--- src/rtl/ddr_input_gearbox.sv ---
// Multi-lane DDR input gearbox.
// Collects one rising/falling bit pair per lane per fabric clock, emits a
// RATIO-bit word per lane every RATIO/2 cycles, and aligns each lane with a
// per-lane bit-slip that is driven by hand or by a training-pattern FSM.
module ddr_input_gearbox #(
  parameter int unsigned      WIDTH         = 16,
  parameter int unsigned      RATIO         = 8,
  parameter logic [RATIO-1:0] TRAIN_PATTERN = 8'h5C,
  parameter int unsigned      MATCH_COUNT   = 4,
  parameter int unsigned      SLIP_BITS     = (RATIO > 2) ? $clog2(RATIO) : 1
) (
  input  logic                       clk,
  input  logic                       rst_n,
  input  logic [WIDTH-1:0]           din0,
  input  logic [WIDTH-1:0]           din1,
  input  logic [WIDTH-1:0]           bitslip,
  input  logic                       train_start,
  output logic [WIDTH*RATIO-1:0]     dout,
  output logic                       dout_valid,
  output logic [WIDTH*SLIP_BITS-1:0] lane_slip,
  output logic [WIDTH-1:0]           lane_locked,
  output logic [WIDTH-1:0]           lane_fail,
  output logic                       train_busy,
  output logic                       train_done,
  output logic                       train_ok
);

  localparam int unsigned HALF    = RATIO / 2;
  localparam int unsigned PH_W    = (HALF > 1) ? $clog2(HALF) : 1;
  localparam int unsigned MATCH_W = $clog2(MATCH_COUNT + 1);
  localparam int unsigned ATT_W   = $clog2(2 * RATIO + 1);

  typedef enum logic [1:0] {
    ST_IDLE,
    ST_TRAIN,
    ST_DONE
  } state_t;

  state_t               r_state;
  logic [PH_W-1:0]      r_ph;
  logic                 w_strobe;

  // Only the older 2*RATIO-2 history bits are stored; the incoming pair
  // completes the 2*RATIO-bit window combinationally.
  logic [2*RATIO-3:0]   r_sr      [WIDTH];
  logic [2*RATIO-1:0]   w_sr_next [WIDTH];

  logic [RATIO-1:0]     r_dout    [WIDTH];
  logic                 r_dout_valid;
  logic [SLIP_BITS-1:0] r_slip    [WIDTH];

  logic [MATCH_W-1:0]   r_match      [WIDTH];
  logic [MATCH_W-1:0]   w_match_next [WIDTH];
  logic [ATT_W-1:0]     r_att        [WIDTH];
  logic [ATT_W-1:0]     w_att_next   [WIDTH];

  logic [WIDTH-1:0]     r_skip;
  logic [WIDTH-1:0]     r_locked;
  logic [WIDTH-1:0]     r_fail;
  logic [WIDTH-1:0]     w_skip_next;
  logic [WIDTH-1:0]     w_lock_next;
  logic [WIDTH-1:0]     w_fail_next;
  logic [WIDTH-1:0]     w_train_slip;
  logic [WIDTH-1:0]     w_man_slip;
  logic [WIDTH-1:0]     w_slip_inc;

  logic                 r_busy;
  logic                 r_done;
  logic                 r_ok;

  assign w_strobe   = (r_ph == PH_W'(HALF - 1));
  assign w_man_slip = (r_state == ST_TRAIN) ? '0 : bitslip;
  assign w_slip_inc = w_train_slip | w_man_slip;

  // Free-running word phase; wraps every RATIO/2 cycles.
  always_ff @(posedge clk) begin
    if (!rst_n) begin
      r_ph <= '0;
    end else if (w_strobe) begin
      r_ph <= '0;
    end else begin
      r_ph <= r_ph + PH_W'(1);
    end
  end

  // Append this cycle's pair below the stored history; din1 is the newest bit.
  always_comb begin
    for (int unsigned i = 0; i < WIDTH; i++) begin
      w_sr_next[i] = {r_sr[i], din0[i], din1[i]};
    end
  end

  // History shift, word capture with the pre-slip offset, and slip update.
  always_ff @(posedge clk) begin
    if (!rst_n) begin
      for (int unsigned i = 0; i < WIDTH; i++) begin
        r_sr[i]   <= '0;
        r_dout[i] <= '0;
        r_slip[i] <= '0;
      end
      r_dout_valid <= 1'b0;
    end else begin
      r_dout_valid <= w_strobe;
      for (int unsigned i = 0; i < WIDTH; i++) begin
        r_sr[i] <= w_sr_next[i][2*RATIO-3:0];
        if (w_strobe) begin
          r_dout[i] <= w_sr_next[i][r_slip[i] +: RATIO];
        end
        if (w_slip_inc[i]) begin
          r_slip[i] <= (r_slip[i] == SLIP_BITS'(RATIO - 1)) ? '0
                                                            : r_slip[i] + SLIP_BITS'(1);
        end
      end
    end
  end

  // Per-lane training decision on each presented word while in TRAIN.
  always_comb begin
    w_lock_next  = r_locked;
    w_fail_next  = r_fail;
    w_skip_next  = r_skip;
    w_train_slip = '0;
    for (int unsigned i = 0; i < WIDTH; i++) begin
      w_match_next[i] = r_match[i];
      w_att_next[i]   = r_att[i];
      if (r_state == ST_TRAIN && r_dout_valid && !r_locked[i] && !r_fail[i]) begin
        if (r_skip[i]) begin
          w_skip_next[i] = 1'b0;
        end else if (r_dout[i] == TRAIN_PATTERN) begin
          w_match_next[i] = r_match[i] + MATCH_W'(1);
          if (r_match[i] == MATCH_W'(MATCH_COUNT - 1)) begin
            w_lock_next[i] = 1'b1;
          end
        end else begin
          w_match_next[i] = '0;
          w_att_next[i]   = r_att[i] + ATT_W'(1);
          w_skip_next[i]  = 1'b1;
          w_train_slip[i] = 1'b1;
          if (r_att[i] == ATT_W'(2 * RATIO - 1)) begin
            w_fail_next[i] = 1'b1;
          end
        end
      end
    end
  end

  // Training FSM with registered status outputs.
  always_ff @(posedge clk) begin
    if (!rst_n) begin
      r_state  <= ST_IDLE;
      r_locked <= '0;
      r_fail   <= '0;
      r_skip   <= '0;
      r_busy   <= 1'b0;
      r_done   <= 1'b0;
      r_ok     <= 1'b0;
      for (int unsigned i = 0; i < WIDTH; i++) begin
        r_match[i] <= '0;
        r_att[i]   <= '0;
      end
    end else begin
      r_done <= 1'b0;
      case (r_state)
        ST_TRAIN: begin
          r_locked <= w_lock_next;
          r_fail   <= w_fail_next;
          r_skip   <= w_skip_next;
          for (int unsigned i = 0; i < WIDTH; i++) begin
            r_match[i] <= w_match_next[i];
            r_att[i]   <= w_att_next[i];
          end
          if (&(w_lock_next | w_fail_next)) begin
            r_state <= ST_DONE;
            r_busy  <= 1'b0;
            r_done  <= 1'b1;
            r_ok    <= &w_lock_next;
          end
        end
        default: begin
          if (train_start) begin
            r_state  <= ST_TRAIN;
            r_busy   <= 1'b1;
            r_locked <= '0;
            r_fail   <= '0;
            r_skip   <= '0;
            for (int unsigned i = 0; i < WIDTH; i++) begin
              r_match[i] <= '0;
              r_att[i]   <= '0;
            end
          end else begin
            r_locked <= r_locked & ~bitslip;
          end
        end
      endcase
    end
  end

  for (genvar g = 0; g < WIDTH; g++) begin : g_out
    assign dout[g*RATIO +: RATIO]              = r_dout[g];
    assign lane_slip[g*SLIP_BITS +: SLIP_BITS] = r_slip[g];
  end

  assign dout_valid  = r_dout_valid;
  assign lane_locked = r_locked;
  assign lane_fail   = r_fail;
  assign train_busy  = r_busy;
  assign train_done  = r_done;
  assign train_ok    = r_ok;

endmodule

--- config.mk ---
export PLATFORM = sky130hd
export DESIGN_NAME = ddr_input_gearbox
export DESIGN_NICKNAME = d
export VERILOG_FILES = /design/src/rtl/ddr_input_gearbox.sv
export SDC_FILE = /design/constraint.sdc
export NUM_CORES = 1
export LEC_CHECK = 0
export ABC_CLOCK_PERIOD_IN_PS = 5060
export CAP_MARGIN = 10
export CELL_PAD_IN_SITES_DETAIL_PLACEMENT = 1
export CELL_PAD_IN_SITES_GLOBAL_PLACEMENT = 1
export CORE_MARGIN = 4
export CORE_UTILIZATION = 42
export CTS_CLUSTER_SIZE = 8
export DETAILED_ROUTE_END_ITERATION = 7
export PLACE_DENSITY = 0.73
export SLEW_MARGIN = 20
export SYNTH_ARGS = -nofsm -noshare
export SYNTH_HDL_FRONTEND = slang
export SYNTH_SLANG_ARGS = --single-unit
--- constraint.sdc ---
create_clock -name clk -period 5.06 [get_ports clk]
set_input_delay 1.012 -clock clk [delete_from_list [all_inputs] [get_ports clk]]
set_output_delay 1.012 -clock clk [all_outputs]
set_load 0.01 [all_outputs]
After elaboration in Yosys (flattened, before gate mapping)
Memories as Yosys holds them, arrays and structs flattened.
Cells that the tools add are included.

operators by class
  $add $sub $neg = 49
  bitwise gates (word level) = 117
  shift-type cells = 16
  eq/ne operators = 83
  reductions and logical operators = 88
  multiplexer cells = 489

operator list
  cell                                                                     count
  5-bit two-way mux                                                        80
  3-bit two-way mux                                                        112
  1-bit two-way mux                                                        256
  16-bit by 4-bit indexed part select with 8-bit output                    16
  14-bit two-way mux                                                       16
  8-bit by 7-bit == test with 1-bit output, second input constant          16
  8-bit two-way mux                                                        16
  1-bit OR                                                                 112
  3-bit by 1-bit adder with 3-bit output, second input constant            32
  16-bit two-way mux                                                       6
  5-bit by 1-bit adder with 5-bit output, second input constant            16
  5-bit by 4-bit == test with 1-bit output, second input constant          16
  3-bit by 2-bit == test with 1-bit output, second input constant          16
  3-bit == test, second input constant                                     16
  2-bit AND reduction                                                      18
  1-bit logical AND                                                        33
  1-bit logical NOT                                                        32
  16-bit OR                                                                2
  16-bit AND reduction                                                     2
  2-bit inequality test, second input constant                             12
  17-bit AND reduction                                                     1
  16-bit AND                                                               1
  16-bit NOT                                                               1
  2-bit by 1-bit inequality test with 1-bit output, second input constant  5
  other kinds (7)                                                          9

word-level totals
  bits of input ports = 51
  register bits after elaboration = 56
  output and inout bits = 212
  RAM bits = 528
  memories kept = 5
  logic and storage cells = 871

memories
  memory   depth  bits a word  read ports  clocked after Yosys merged registers in  wr ports  line  source
  r_sr     16     14           16          0                                        16        45    logic [2*RATIO-3:0] r_sr [WIDTH];
  r_dout   16     8            16          0                                        16        48    logic [RATIO-1:0] r_dout [WIDTH];
  r_att    16     5            16          0                                        16        54    logic [ATT_W-1:0] r_att [WIDTH];
  r_match  16     3            16          0                                        16        52    logic [MATCH_W-1:0] r_match [WIDTH];
  r_slip   16     3            16          0                                        16        50    logic [SLIP_BITS-1:0] r_slip [WIDTH];

Longest topological paths before layout
Gate-level depths: netlist of run 1.

  word-level depth = 10
  mapped depth = 10
  depth with buffers taken out = 10

Least setup slack after synthesis of run 1
No wires, ideal clock.

  kind = input to register
  start point = input port rst_n
  end point = memory r_dout[0][0], enable pin
  required time = 4.549 ns
  library setup time = 0.511 ns
  path buffers = 2
  stages = 3
  arrival = 4.316 ns
  path slack = 0.233 ns
  path through = buf_2 clkbuf_1 nand2b_1

RTL lines
  element      line  source
  from (decl)  13    input logic rst_n,
  to (decl)    48

==> out/metrics.cfg, run 1 <==
[critical_path]
slowest_stage = edfxtp_1
path_delay_family = flip-flops
worstPathArrival_ns = 2.18
path_cells = clkdlybuf4s50_1
path_buf_inv = 1
critPathRequiredTime_ns = 4.05
reg2regPathDepth = 7
cp-startpoint = r_slip[0][10]$_SDFFCE_PP0P_
crit_type = flip-flop to primary output
r2r_start = r_dout[0][55]$_SDFFCE_PN0P_
startpoint_type = flip-flop
end_kind = primary output
reg2reg_slack_ns = 1.92
r2r-end = train_ok$_SDFFE_PN0P_
slowest_delay_ns = 0.87
crit_fanout = 15

[yosys]
synth_top_area_share_pct = 26.9
synth_edf_count = 240
synthTopCellsByCount = dfxtp_1 (327), nor2_1 (302), edfxtp_1 (240)
yosysMostFrequentCell = dfxtp_1
ys_top_cells_by_area = edfxtp_1 (27%), dfxtp_1 (24%), mux4_2 (11%), mux2i_1 (8.0%), and2_1 (5.4%)
ys_ff_latch = 567
yosys.area_share.simple_pct = 16.8
yosys.area.top_type = edfxtp_1
ys_dominant_reg_cell = dfxtp_1
yosys_warnings = 0
synth_fp_nets = 2406
synth_compound_area_share_pct = 3.88
yosysSeqAreaShare_pct = 51.4
synthCells = 2258
ys_async_sr_fraction_pct = 0
synth.avg_cell_area_sq_um = 11.9
syn_area_sq_um = 26800
synth_xor_area_share_pct = 1.24
synthAdderAreaFrac_pct = 4.54
yosys.cell_types.count = 77
synth_top_family_by_area = multiplexers
synth.mux.area_fraction_pct = 18.9

[min_path]
min_from = r_ph[0]$_SDFF_PP0_
whs_endpoint = r_ph[0]$_SDFF_PP0_
hp-class = flip-flop to flip-flop
holdPathStages = 1

[routing]
first_pass_iters = 5
wire_per_inst_microns = 20.3
drt_iter0_drc = 761
drc = 0
vias = 18400
via_per_inst = 5.43
drt_wl_total_microns = 68600
drt.antenna.violating_nets = 0

[global_route]
track_usage_pct = 20.1
grt_pass1_wl_microns = 109000
antenna_found_initial = 5
grt_max_degree = 86
grt_pass1_vias = 19800
grt-ovfl-total = 0

[floorplanning]
core-area_sq_um = 63100
start_util_pct = 42.4
dieArea_sq_um = 67800
die_x_microns = 260
ioPinCount = 263
rows = 92
dieHeight_microns = 260

[layout]
fillers = 6612
layout-drive-gt1-share_pct = 10.7
syn2layout_area_growth_pct = 20.6
fin_nets = 2619

[sta]
slew_headroom_pct = 28.5
fmax_ghz = 0.314
period_needed_ns = 3.19
tightest_slew_ns = 1.06
fin_hold_ws_ns = 0.445
maxSlewViolCount = 0
setup_viol_count_final = 0
setup_tns_ns = 0
hold_violations = 0
rsz0062_at_grt = no
skew_ns = 0.0229
fin_crit_sh_pct = 63.0

[clocking]
cts_inserted_buffers = 80
cts_setup_buffers = 0
h-tree-depth = 3
postCtsHoldBufs = 0
cts_tree = done
clock-sinks = 567
cts_root_buf = clkbuf_16
clkTransAtPathRegs_ns = 0.05
cts.path.max_buffers = 3
insertion_delay_ns = 0.61
cts_resized = 0

[pwr]
power.density_nw_per_um2 = 352
total_leakage_power_nw = 11.7
ir_drop_v = 0.000243

[placement]
portBuffers = 262
dp_hpwl_microns = 48100
place_congestion = 0.790

[status]
status = finished, final reports clean

[job]
cap_violations = 0

## placed cells by master, fill, tap and decap left out, types with 16 or more instances in the layout
| cell | instances |
|---|---|
| xnor2_1 | 16 |
| nand2_1 | 69 |
| nor2_1 | 302 |
| mux4_2 | 128 |
| inv_1 | 70 |
| nand3_1 | 31 |
| clkbuf_16 | 82 |
| and2_1 | 233 |
| clkbuf_1 | 56 |
| o21ai_0 | 26 |
| dfxtp_1 | 327 |
| edfxtp_1 | 240 |
| xor2_1 | 22 |
| and3_1 | 32 |
| a21oi_1 | 46 |
| ha_1 | 97 |
| mux2i_1 | 215 |
| nor3_1 | 41 |
| clkdlybuf4s50_1 | 261 |
## registers in the layout, summed over array words and instances (netlist names)
name / count
dout_valid: 1
lane_fail: 16
lane_locked: 16
r_att: 80
r_dout: 128
r_match: 48
r_ph: 2
r_skip: 16
r_slip: 48
r_sr: 208
r_state: 2
train_done: 1
train_ok: 1
## cell families (layout without fill, tap and decap cells)
| family | count (synthesis) | after routing |
|---|---|---|
| AO/OA/AOI/OAI | 153 | 153 |
| XOR/XNOR | 38 | 38 |
| adder cells (fa/ha/maj) | 97 | 97 |
| buffers and inverters | 215 | 487 |
| flip-flops | 567 | 567 |
| multiplexers | 346 | 346 |
| other | 0 | 3 |
| AND/OR/NAND/NOR | 842 | 842 |
## power breakdown
group	leakage, nW	internal, W	switching, W
Combinational	5.43	0.000616	0.000459
Sequential	5.19	0.00500	0.000312
Clock	1.09	0.00300	0.00197
Total	11.7	0.00862	0.00274
## through the flow
step / power [W] / util, % / instances / setup WS [ns] / area (sq um)
3_5_place_dp: 0.00649 / 47.5 / 3235 / 1.51 / 30000
2_1_floorplan: 0.00601 / - / 2258 / 0.233 / 26800
3_3_place_gp: 0.00644 / 47.5 / 3235 / 1.64 / 30000
5_1_grt: 0.0118 / 51.2 / 3377 / 1.72 / 32300
6_report: 0.0114 / 51.2 / 3379 / 1.87 / 32300
4_1_cts: 0.0115 / 51.2 / 3376 / 1.81 / 32300
## area by class of cell
class,count,area (sq um),share of cell area (%)
clock inverters,3,33.8,0.105
flip-flops and latches,567,13800,42.6
diodes,3,7.51,0.0233
well taps,846,1060,3.28
inverters,71,269,0.833
clock buffers,138,2260,7.01
repair buffers,275,2720,8.43
multi-input cells,1476,12200,37.7
## worst max-delay path by stage
stage,to,slack (ns),cells past startpoint
floorplan,r_dout[0][0]$_SDFFCE_PN0P_,0.23,3
global placement,r_att[1][19]$_SDFFE_PP0P_,1.64,5
detailed placement,r_att[1][33]$_SDFFE_PP0P_,1.51,8
CTS,lane_slip[7],1.81,1
global route,train_ok$_SDFFE_PN0P_,1.72,7
finish,lane_slip[10],1.87,1
## per-layer routing
layer  vias up  global-route usage, %  wire (microns)
met5         -                      0              40
met4         4                   6.89            1840
met3       121                   4.55            3500
met2       351                   34.4           34100
met1      9271                   25.1           29100
li1       8607                      -               -
No activity file was read; power rests on OpenSTA's default activity.
==> run 2, diff against run 1 <==
Settings changed: ABC_CLOCK_PERIOD_IN_PS 5060 to 2900.
Clock period 5.06 ns to 2.9 ns, I/O delays scaled along.
==> out/metrics.cfg, run 2 (synthesized netlist as in run 1, its figures left out) <==
[critical_path]
critPathRequiredTime_ns = 3.39
startpoint_type = flip-flop
end_kind = flip-flop
crit_type = flip-flop to flip-flop
reg2reg_slack_ns = 0.26
worstPathArrival_ns = 3.13
r2r-end = train_ok$_SDFFE_PN0P_
reg2regPathDepth = 9
r2r_start = r_dout[0][47]$_SDFFCE_PN0P_
crit_fanout = 5

[layout]
fillers = 6564
largest_register = r_sr
largest_register_ffs = 208
reg.largest.list = r_sr x208, r_dout x128, r_att x80
syn2layout_area_growth_pct = 22.8
fin_util_pct = 52.1
fin_nets = 2675
layout_common_cells = dfxtp_1 (327), nor2_1 (302), clkdlybuf4s50_1 (261)
seq_area_sq_um = 13800
layout-drive-gt1-share_pct = 12.8
final_common_cell = dfxtp_1
layout.cells.non_filler = 3438
multi_input_area_sq_um = 12200

[pwr]
p_int_w = 0.0154
power.density_nw_per_um2 = 612
combPwrFrac_pct = 10.4
p_seq_share_pct = 45.3
p_sw_share_pct = 23.7
switchingPower_w = 0.00477
total_leakage_power_nw = 12.1
ir_drop_v = 0.000457
clkPwrFrac_pct = 44.3

[placement]
portBuffers = 262
dp_hpwl_microns = 49100
placed_cells = 3290
place_congestion = 0.800

[routing]
vias = 18500
drt_wl_total_microns = 68400
drt_iter0_drc = 773
first_pass_iters = 5
drc = 0
wire_per_inst_microns = 19.9
drt.antenna.violating_nets = 0
via_per_inst = 5.38

[clocking]
cts_setup_buffers = 0
cts_tree = done
insertion_delay_ns = 0.60
h-tree-depth = 3
clock-sinks = 567
cts_inserted_buffers = 81
clkTransAtPathRegs_ns = 0.05
postCtsHoldBufs = 0
cts_root_buf = clkbuf_16
cts_resized = 1
cts.path.max_buffers = 3

[min_path]
holdPathStages = 1
min_from = r_ph[0]$_SDFF_PP0_
hp-class = flip-flop to flip-flop
whs_endpoint = r_ph[0]$_SDFF_PP0_

[sta]
skew_ns = 0.0173
fmax_ghz = 0.379
fin_crit_sh_pct = 91.1
slew_headroom_pct = 44.0
hold_violations = 0
tightest_slew_ns = 0.841
rsz0062_at_grt = no
setup_viol_count_final = 0
period_needed_ns = 2.64
maxSlewViolCount = 0

[floorplanning]
dieHeight_microns = 260
rows = 92
dieArea_sq_um = 67800
start_util_pct = 42.4
ioPinCount = 263
core-area_sq_um = 63100
die_x_microns = 260

[global_route]
track_usage_pct = 20.1
grt_pass1_wl_microns = 109000
grt_pass1_vias = 19900
antenna_found_initial = 6
grt_max_degree = 96
grt-ovfl-total = 0

[status]
status = finished, final reports clean

[job]
cap_violations = 0

==> run 2: changes by cell type in the layout (fill, tap and decap cells not counted), sizes merged <==
cell    before  now
buf         14   69
bufinv       0    1
clkbuf     138  141
==> run 2: final cells by class <==
type	instances	share of cell area, %
flip-flops and latches	567	41.8
multi-input cells	1476	37.1
repair buffers	330	9.76
clock buffers	141	7.11
well taps	846	3.22
inverters	71	0.818
clock inverters	4	0.160
diodes	3	0.0228
==> run 2: critical path, stage by stage, from the launching register on <==
cell and delay [ns]:
edfxtp_1 0.40, nand4bb_1 0.21, nor4_1 0.56, buf_4 0.26
a21o_1 0.15, o32ai_1 0.12, buf_4 0.18, nor4b_2 0.31
nand4_2 0.18, mux2i_1 0.15
==> run 2: power by group through the flow <==
stage	sequential [W]	combinational, W	clock [W]
floorplan	0.00916	0.00132	0
global placement	0.00925	0.00204	0
detailed placement	0.00928	0.00211	0
CTS	0.00913	0.00213	0.00920
global route	0.00918	0.00228	0.00956
finish	0.00912	0.00210	0.00891
==> run 2: metal layers <==
metal / wire [microns] / global-route usage, % / vias up
met5: 27 / 0 / -
met4: 2060 / 6.53 / 4
met3: 3760 / 5.14 / 124
met2: 34300 / 35.0 / 361
met1: 28200 / 24.4 / 9299
li1: - / - / 8713
==> run 2: how the worst max path moves through the flow <==
| stage | start | end | slack, ns | depth (start not counted) |
|---|---|---|---|---|
| floorplan | rst_n | r_dout[0][0]$_SDFFCE_PN0P_ | 0.62 | 3 |
| global placement | train_start | r_att[0][1]$_SDFFCE_PN0P_ | -0.03 | 4 |
| detailed placement | train_start | r_att[0][5]$_SDFFCE_PP0P_ | -0.1 | 4 |
| CTS | r_dout[0][47]$_SDFFCE_PN0P_ | train_ok$_SDFFE_PN0P_ | 0.18 | 9 |
| global route | dout_valid$_SDFF_PN0_ | train_ok$_SDFFE_PN0P_ | 0.08 | 7 |
| finish | r_dout[0][47]$_SDFFCE_PN0P_ | train_ok$_SDFFE_PN0P_ | 0.26 | 9 |
==> run 2: stage by stage <==
step | setup TNS (ns) | worst slack [ns] | hold slack (ns) | instance area, sq um | total power [W]
finish | 0 | 0.258 | 0.448 | 32900 | 0.0201
global route | 0 | 0.0816 | 0.475 | 32900 | 0.0210
CTS | 0 | 0.180 | 0.455 | 32900 | 0.0205
detailed placement | -2.11 | -0.0983 | 0.420 | 30500 | 0.0114
global placement | -0.307 | -0.0259 | 0.407 | 30500 | 0.0113
floorplan | 0 | 0.624 | 0.399 | 26800 | 0.0105
